## src/rtl/snake_body_engine_if.sv

```systemverilog
// rtl/snake_body_engine_if.sv - step/status/read-port bundle between controller, engine and renderer
interface snake_body_engine_if #(
  parameter int ADDR_WIDTH = 5,
  parameter int LEN_WIDTH  = 6
) ();

  logic                  step_i;
  logic [1:0]            direction_i;
  logic                  grow_i;
  logic                  busy_o;
  logic                  step_done_o;
  logic                  alive_o;
  logic [ADDR_WIDTH-1:0] head_x_o;
  logic [ADDR_WIDTH-1:0] head_y_o;
  logic [LEN_WIDTH-1:0]  length_o;
  logic [LEN_WIDTH-1:0]  rd_idx_i;
  logic [ADDR_WIDTH-1:0] rd_x_o;
  logic [ADDR_WIDTH-1:0] rd_y_o;
  logic                  rd_valid_o;

  modport master (
    output step_i, direction_i, grow_i, rd_idx_i,
    input  busy_o, step_done_o, alive_o, head_x_o, head_y_o, length_o,
           rd_x_o, rd_y_o, rd_valid_o
  );

  modport slave (
    input  step_i, direction_i, grow_i, rd_idx_i,
    output busy_o, step_done_o, alive_o, head_x_o, head_y_o, length_o,
           rd_x_o, rd_y_o, rd_valid_o
  );

endinterface

```

## src/rtl/snake_body_engine.sv

```systemverilog
// rtl/snake_body_engine.sv - snake body storage, movement, growth and collision engine
module snake_body_engine #(
  parameter int BOARD_WIDTH  = 20,
  parameter int BOARD_HEIGHT = 20,
  parameter int ADDR_WIDTH   = 5,
  parameter int MAX_LEN      = 32,
  parameter int LEN_WIDTH    = 6,
  parameter int INIT_LEN     = 3,
  parameter int WRAP         = 1
) (
  input  logic clk,
  input  logic reset_n,
  snake_body_engine_if.slave bus
);

  typedef enum logic [1:0] {S_IDLE, S_CHECK, S_MOVE, S_DEAD} state_t;

  localparam logic [1:0] DIR_N = 2'b00;
  localparam logic [1:0] DIR_E = 2'b01;
  localparam logic [1:0] DIR_S = 2'b10;
  localparam logic [1:0] DIR_W = 2'b11;

  localparam logic [ADDR_WIDTH:0]  BW_C    = (ADDR_WIDTH+1)'(BOARD_WIDTH);
  localparam logic [ADDR_WIDTH:0]  BH_C    = (ADDR_WIDTH+1)'(BOARD_HEIGHT);
  localparam logic [ADDR_WIDTH:0]  ONES_C  = '1;
  localparam logic [ADDR_WIDTH:0]  ONE_A_C = (ADDR_WIDTH+1)'(1);
  localparam logic [LEN_WIDTH-1:0] MAX_C   = LEN_WIDTH'(MAX_LEN);
  localparam logic [LEN_WIDTH-1:0] ONE_L_C = LEN_WIDTH'(1);

  state_t                state_q, state_d;
  logic [1:0]            dir_q, dir_d;
  logic                  grow_q, grow_d;
  logic [ADDR_WIDTH-1:0] cand_x_q, cand_x_d;
  logic [ADDR_WIDTH-1:0] cand_y_q, cand_y_d;
  logic [LEN_WIDTH-1:0]  idx_q, idx_d;
  logic [LEN_WIDTH-1:0]  last_q, last_d;
  logic [LEN_WIDTH-1:0]  length_q, length_d;
  logic                  step_done_q, step_done_d;

  logic [ADDR_WIDTH-1:0] seg_x_q [MAX_LEN];
  logic [ADDR_WIDTH-1:0] seg_y_q [MAX_LEN];

  logic [1:0]            dir_new;
  logic [ADDR_WIDTH:0]   nx, ny;
  logic                  oob;
  logic                  grow_eff;
  logic [LEN_WIDTH-1:0]  cmp_cnt;
  logic                  hit;
  logic                  rd_ok;
  logic [ADDR_WIDTH-1:0] rd_x, rd_y;

  // Candidate head for a step requested now: reversal filter, extended-width move, edge handling
  always_comb begin
    dir_new = (bus.direction_i == (dir_q ^ 2'b10)) ? dir_q : bus.direction_i;
    nx      = {1'b0, seg_x_q[0]};
    ny      = {1'b0, seg_y_q[0]};
    oob     = 1'b0;
    case (dir_new)
      DIR_N:   ny = ny - ONE_A_C;
      DIR_E:   nx = nx + ONE_A_C;
      DIR_S:   ny = ny + ONE_A_C;
      default: nx = nx - ONE_A_C;
    endcase
    if (nx == BW_C) begin
      oob = 1'b1;
      nx  = '0;
    end else if (nx == ONES_C) begin
      oob = 1'b1;
      nx  = BW_C - ONE_A_C;
    end
    if (ny == BH_C) begin
      oob = 1'b1;
      ny  = '0;
    end else if (ny == ONES_C) begin
      oob = 1'b1;
      ny  = BH_C - ONE_A_C;
    end
    grow_eff = bus.grow_i && (length_q < MAX_C);
    // Without growth the tail leaves its cell on this move, so it is not compared
    cmp_cnt  = grow_eff ? length_q : (length_q - ONE_L_C);
  end

  // Self-collision compare of the latched candidate against the segment at idx_q
  always_comb begin
    hit = 1'b0;
    for (int i = 0; i < MAX_LEN; i++) begin
      if (idx_q == LEN_WIDTH'(i) && seg_x_q[i] == cand_x_q && seg_y_q[i] == cand_y_q) begin
        hit = 1'b1;
      end
    end
  end

  // Renderer read port, zero outside the live body
  always_comb begin
    rd_ok = bus.rd_idx_i < length_q;
    rd_x  = '0;
    rd_y  = '0;
    for (int i = 0; i < MAX_LEN; i++) begin
      if (rd_ok && bus.rd_idx_i == LEN_WIDTH'(i)) begin
        rd_x = seg_x_q[i];
        rd_y = seg_y_q[i];
      end
    end
  end

  // Step FSM: next state, latched step context and completion pulse
  always_comb begin
    state_d     = state_q;
    dir_d       = dir_q;
    grow_d      = grow_q;
    cand_x_d    = cand_x_q;
    cand_y_d    = cand_y_q;
    idx_d       = idx_q;
    last_d      = last_q;
    length_d    = length_q;
    step_done_d = 1'b0;
    case (state_q)
      S_IDLE: begin
        if (bus.step_i) begin
          dir_d    = dir_new;
          grow_d   = grow_eff;
          cand_x_d = nx[ADDR_WIDTH-1:0];
          cand_y_d = ny[ADDR_WIDTH-1:0];
          idx_d    = '0;
          last_d   = cmp_cnt - ONE_L_C;
          if (oob && WRAP == 0) begin
            state_d     = S_DEAD;
            step_done_d = 1'b1;
          end else if (cmp_cnt == '0) begin
            state_d = S_MOVE;
          end else begin
            state_d = S_CHECK;
          end
        end
      end
      S_CHECK: begin
        if (hit) begin
          state_d     = S_DEAD;
          step_done_d = 1'b1;
        end else if (idx_q == last_q) begin
          state_d = S_MOVE;
        end else begin
          idx_d = idx_q + ONE_L_C;
        end
      end
      S_MOVE: begin
        if (grow_q) begin
          length_d = length_q + ONE_L_C;
        end
        step_done_d = 1'b1;
        state_d     = S_IDLE;
      end
      default: begin
        state_d = S_DEAD;
      end
    endcase
  end

  // Control state registers
  always_ff @(posedge clk or negedge reset_n) begin
    if (!reset_n) begin
      state_q     <= S_IDLE;
      dir_q       <= DIR_E;
      grow_q      <= 1'b0;
      cand_x_q    <= '0;
      cand_y_q    <= '0;
      idx_q       <= '0;
      last_q      <= '0;
      length_q    <= LEN_WIDTH'(INIT_LEN);
      step_done_q <= 1'b0;
    end else begin
      state_q     <= state_d;
      dir_q       <= dir_d;
      grow_q      <= grow_d;
      cand_x_q    <= cand_x_d;
      cand_y_q    <= cand_y_d;
      idx_q       <= idx_d;
      last_q      <= last_d;
      length_q    <= length_d;
      step_done_q <= step_done_d;
    end
  end

  // Segment shift register: initial horizontal body, shifted by one on each committed move
  always_ff @(posedge clk or negedge reset_n) begin
    if (!reset_n) begin
      for (int i = 0; i < MAX_LEN; i++) begin
        if (i < INIT_LEN) begin
          seg_x_q[i] <= ADDR_WIDTH'(BOARD_WIDTH / 2 - i);
          seg_y_q[i] <= ADDR_WIDTH'(BOARD_HEIGHT / 2);
        end else begin
          seg_x_q[i] <= '0;
          seg_y_q[i] <= '0;
        end
      end
    end else if (state_q == S_MOVE) begin
      for (int i = 1; i < MAX_LEN; i++) begin
        seg_x_q[i] <= seg_x_q[i-1];
        seg_y_q[i] <= seg_y_q[i-1];
      end
      seg_x_q[0] <= cand_x_q;
      seg_y_q[0] <= cand_y_q;
    end
  end

  assign bus.busy_o      = (state_q == S_CHECK) || (state_q == S_MOVE);
  assign bus.step_done_o = step_done_q;
  assign bus.alive_o     = (state_q != S_DEAD);
  assign bus.head_x_o    = seg_x_q[0];
  assign bus.head_y_o    = seg_y_q[0];
  assign bus.length_o    = length_q;
  assign bus.rd_x_o      = rd_x;
  assign bus.rd_y_o      = rd_y;
  assign bus.rd_valid_o  = rd_ok;

endmodule

```

## src/flat_wrapper.sv

```systemverilog
// flat-port wrapper written by rule: the top's interface ports become plain ports
module snake_body_engine_flat 
#(
  parameter int BOARD_WIDTH  = 20,
  parameter int BOARD_HEIGHT = 20,
  parameter int ADDR_WIDTH   = 5,
  parameter int MAX_LEN      = 32,
  parameter int LEN_WIDTH    = 6,
  parameter int INIT_LEN     = 3,
  parameter int WRAP         = 1
)
  (clk, reset_n, bus_step_i, bus_direction_i, bus_grow_i, bus_rd_idx_i, bus_busy_o, bus_step_done_o, bus_alive_o, bus_head_x_o, bus_head_y_o, bus_length_o, bus_rd_x_o, bus_rd_y_o, bus_rd_valid_o);
  snake_body_engine_if #(.ADDR_WIDTH(ADDR_WIDTH), .LEN_WIDTH(LEN_WIDTH)) bus_i ();
  input  logic clk;
  input  logic reset_n;
  input wire logic [$bits(bus_i.step_i)-1:0] bus_step_i;
  input wire logic [$bits(bus_i.direction_i)-1:0] bus_direction_i;
  input wire logic [$bits(bus_i.grow_i)-1:0] bus_grow_i;
  input wire logic [$bits(bus_i.rd_idx_i)-1:0] bus_rd_idx_i;
  output wire logic [$bits(bus_i.busy_o)-1:0] bus_busy_o;
  output wire logic [$bits(bus_i.step_done_o)-1:0] bus_step_done_o;
  output wire logic [$bits(bus_i.alive_o)-1:0] bus_alive_o;
  output wire logic [$bits(bus_i.head_x_o)-1:0] bus_head_x_o;
  output wire logic [$bits(bus_i.head_y_o)-1:0] bus_head_y_o;
  output wire logic [$bits(bus_i.length_o)-1:0] bus_length_o;
  output wire logic [$bits(bus_i.rd_x_o)-1:0] bus_rd_x_o;
  output wire logic [$bits(bus_i.rd_y_o)-1:0] bus_rd_y_o;
  output wire logic [$bits(bus_i.rd_valid_o)-1:0] bus_rd_valid_o;
  assign bus_i.step_i = bus_step_i;
  assign bus_i.direction_i = bus_direction_i;
  assign bus_i.grow_i = bus_grow_i;
  assign bus_i.rd_idx_i = bus_rd_idx_i;
  assign bus_busy_o = bus_i.busy_o;
  assign bus_step_done_o = bus_i.step_done_o;
  assign bus_alive_o = bus_i.alive_o;
  assign bus_head_x_o = bus_i.head_x_o;
  assign bus_head_y_o = bus_i.head_y_o;
  assign bus_length_o = bus_i.length_o;
  assign bus_rd_x_o = bus_i.rd_x_o;
  assign bus_rd_y_o = bus_i.rd_y_o;
  assign bus_rd_valid_o = bus_i.rd_valid_o;
  snake_body_engine #(.BOARD_WIDTH(BOARD_WIDTH), .BOARD_HEIGHT(BOARD_HEIGHT), .ADDR_WIDTH(ADDR_WIDTH), .MAX_LEN(MAX_LEN), .LEN_WIDTH(LEN_WIDTH), .INIT_LEN(INIT_LEN), .WRAP(WRAP)) u_core (.clk(clk), .reset_n(reset_n), .bus(bus_i));
endmodule
```

## config.mk

```make
export PLATFORM = sky130hd
export DESIGN_NAME = snake_body_engine_flat
export DESIGN_NICKNAME = d
export VERILOG_FILES = /design/src/rtl/snake_body_engine_if.sv /design/src/rtl/snake_body_engine.sv /design/src/flat_wrapper.sv
export SDC_FILE = /design/constraint.sdc
export NUM_CORES = 1
export LEC_CHECK = 0
export ABC_CLOCK_PERIOD_IN_PS = 3200
export BUFFER_PORTS_ARGS = -buffer_cell sky130_fd_sc_hd__buf_2
export CAP_MARGIN = 20
export CORE_ASPECT_RATIO = 1.5
export CORE_MARGIN = 2
export CORE_UTILIZATION = 59
export CTS_BUF_LIST = sky130_fd_sc_hd__clkbuf_8
export DETAILED_ROUTE_END_ITERATION = 6
export MAX_ROUTING_LAYER = met4
export PLACE_DENSITY = 0.82
export SETUP_SLACK_MARGIN = 0.05
export SYNTH_ARGS = -nofsm -noshare
export SYNTH_HDL_FRONTEND = slang
export SYNTH_SLANG_ARGS = --single-unit
```

## constraint.sdc

```tcl
create_clock -name clk -period 3.2 [get_ports clk]
set_input_delay 0.64 -clock clk [delete_from_list [all_inputs] [get_ports clk]]
set_output_delay 0.64 -clock clk [all_outputs]
set_load 0.05 [all_outputs]
```

==> results.yml <==
critical_path:
  startpoint: "u_core.bus.length_o[1]"
  crit_type: "reg -> out"
  crit_buf_inv: 7
  required_ps: 2560
  critPathTopFamily: "compound AO/OA/AOI/OAI gates"
  end_kind: "output pin"
  start_kind: "flip-flop"
  max_stage_delay_ps: 630
  crit_top_cell: "buf_6"
  timing.rr.start: "u_core.idx_q[0]"
  worst_path_max_delay_cell: "dfstp_4"
  worstPathCellList: "inv_4 -> ha_4 -> a21oi_4 -> o211ai_1 -> buf_4 -> inv_2 -> buf_6 -> buf_6 -> buf_6 -> a31oi_4 -> a21oi_2 -> a221o_1 -> a32oi_2 -> o211ai_1 -> a22oi_2 -> buf_6"
  crit_fanout: 5
  cp.arrival_ps: 3730
final_layout:
  fillers: 2386
  drive_gt1_share_pct: 43.61
  regArea_um2: 8901
  area_growth_pct: 26.27
  multi_input_area_um2: 12890
  fin_util_pct: 75.46
  layout.nets: 2419
synth:
  synth_top_cell_by_area: "dfrtp_1"
  synth-edff-count: 0
  syn_avg_cell_area_um2: 10.91
  synth_cell_type_count: 77
  ys_ff_latch: 354
  ys_top_cells_by_area: "dfrtp_1, mux2_2, xor2_1"
  netlist_instances: 2015
  dominantRegCellSynth: "dfrtp_1"
  synth_nets: 2054
  synthesis.area_um2: 21990
  ys_seq_area_share_pct: 40.36
  async_flop_share_pct: 100.0
  ys_warn_count: 0
  synth_top_area_share_pct: 38.69
clock_network:
  clk_latency_ps: 630
  cts_tree: "built"
  root_buffer: "clkbuf_8"
  h-tree-depth: 2
  clock-sinks: 354
  clk_pin_slew_ps: 70
  cts_made_buffers: 55
  clock_path_buffers: 3
floorplanning:
  rows: 86
  ios: 42
  die-area_um2: 38870
  core_area_um2: 36800
  die_y_um: 240.5
  die_w_um: 161.6
  start_util_pct: 59.76
drt:
  drcViolationCount: 0
  wl_per_cell_um: 30.70
  ant_nets: 0
  vias_per_cell: 6.545
  first_pass_iters: 6
  routed_wl_um: 89570
  drt_iter0_drc: 1871
  via_count: 19100
timing:
  grt_setup_unrepaired: "true"
  setup_viol: 18
  worst_pin_slew_ps: 1092
  fin_crit_sh_pct: 136.4
  setup_ws_ps: -1166
  hold_viol_final: 0
  slew_headroom_pct: 26.45
  fin_skew_ps: 20.57
  maxSlewViolCount: 0
  clock.fmax_ghz: 0.2291
  fin_crit_ps: 4366
  final.setup.tns_ps: -12200
flow_run:
  max_cap_violations: 0
pwr:
  peakVddDrop_uv: 1199
  p_per_area_nw_per_um2: 841.7
  power_leakage_nw: 13.12
placed_design:
  io_buffers: 41
  gp_congestion: 1.091
  hpwl_um: 63700
status:
  outcome: "complete, but fails checks"
  violations: "setup timing"
worst_hold_path:
  hold_path.class: "in -> reg"
  min_from: "bus_grow_i"
grt:
  grt_pass1_vias: 19640
  grt_max_degree: 133
  overflow: 0
  grt_first_pass_wirelength_um: 127500
  grt_util_all_layers_pct: 46.60
  antenna_found_initial: 7
==> power breakdown <==
part / switching, mW / internal [mW] / total, mW
logic: 6.77 / 5.56 / 12.3
clock network: 1.94 / 2.20 / 4.14
registers: 1.37 / 5.53 / 6.90
==> what timing repair did <==
item,CTS,global route
endpoints found under the setup margin,19,25
resized for setup,122,70
setup buffers,27,22
pin swaps,44,52
endpoints found under the hold margin,36,0
hold buffers,1,0
==> registers in the layout (all words and copies together) (netlist names) <==
name and count:
u_core.seg_y_q 155, u_core.bus.step_done_o 1, u_core.dir_q 2, u_core.bus.head_y_o 5
u_core.cand_y_q 5, u_core.grow_q 1, u_core.idx_q 6, u_core.bus.length_o 6
u_core.seg_x_q 155, u_core.state_q 2, u_core.cand_x_q 5, u_core.last_q 6
u_core.bus.head_x_o 5
==> routing by layer <==
layer / GRT usage [%] / up-vias / wire (µm)
li1: - / 8010 / -
met1: 46.80 / 9507 / 29240
met2: 74.70 / 1076 / 42630
met3: 9.401 / 504 / 6491
met4: 45.78 / 0 / 11220
met5: - / - / 0
==> layout make-up <==
cell class / instances / area share, %
Multi-Input combinational cell: 1467 / 46.41
Sequential cell: 354 / 32.05
Timing Repair Buffer: 465 / 14.49
Clock buffer: 73 / 3.618
Tap cell: 484 / 2.181
Clock inverter: 30 / 0.6713
Inverter: 37 / 0.5136
Antenna cell: 8 / 0.07209
==> final timing paths <==
path	slack, ps	to	cells after the start
max in group asynchronous	1700	u_core.idx_q[2]	3
max	-1170	bus_rd_y_o[4]	16
min	430	u_core.grow_q	3
min reg2reg	500	u_core.grow_q	2
max reg2reg	-270	u_core.idx_q[1]	16
min in group asynchronous	570	u_core.state_q[0]	2
==> Yosys cell counts, types with 15 or more instances <==
cell type and count:
a21oi_1 50, a31oi_1 17, buf_4 24, buf_6 17, clkbuf_1 81, dfrtp_1 340, ha_1 25, inv_1 34
mux2_2 325, mux2i_1 46, mux4_2 20, nand2_1 102, nand3_1 28, nand4_1 49, nor2_1 58, nor2b_1 15
nor3_1 33, nor4_1 57, o21ai_0 92, o22ai_1 21, xnor2_1 149, xor2_1 200
==> tightest hold or removal path, cell delays in order <==
cell and delay, ps:
buf_2 110, nand2_1 160, o21ai_0 110
==> cell usage in the layout (no fill, tap or decap), types with 8 or more instances in the layout <==
| cell | count |
|---|---|
| nor2b_1 | 15 |
| a21oi_1 | 39 |
| clkbuf_8 | 73 |
| o22ai_1 | 21 |
| xnor2_1 | 147 |
| clkinv_2 | 8 |
| dfrtp_1 | 323 |
| a21oi_2 | 9 |
| a22oi_1 | 8 |
| buf_2 | 27 |
| buf_4 | 359 |
| a31oi_1 | 13 |
| mux2_2 | 325 |
| diode_2 | 8 |
| and2_1 | 8 |
| buf_12 | 33 |
| mux2i_1 | 45 |
| o221ai_1 | 9 |
| o21ai_0 | 81 |
| nor4_1 | 52 |
| xor2_2 | 8 |
| nand3_1 | 23 |
| xor2_1 | 191 |
| nand4_1 | 49 |
| dfstp_2 | 13 |
| ha_1 | 18 |
| a211oi_1 | 8 |
| nor2_1 | 54 |
| buf_6 | 41 |
| inv_1 | 44 |
| dfrtp_2 | 17 |
| nand2_1 | 99 |
| mux4_2 | 20 |
| nor3_1 | 19 |
==> cell families after synthesis <==
kind of cell / share of synthesized area (%)
muxes: 20.89
DFF: 40.36
AOI/OAI and AO/OA: 8.932
buffers and inverters: 4.955
xor gates and xnor gates: 13.90
and+or+nand+nor: 9.365
adders and majority gates: 1.604
==> through the flow <==
step / instance area, µm² / power [mW] / setup slack (ps) / hold WS [ps] / cells
floorplan: 22320 / 13.69 / -503.7 / 344.4 / 2015
global placement: 25320 / 17.50 / -904.3 / 455.5 / 2761
detailed placement: 25330 / 17.82 / -906.2 / 470.7 / 2762
CTS: 27260 / 22.40 / -1188 / 412.1 / 2891
global route: 27770 / 24.15 / -1224 / 470.9 / 2918
finish: 27770 / 23.37 / -1166 / 433.0 / 2918
No activity file was read; power rests on OpenSTA's default activity.
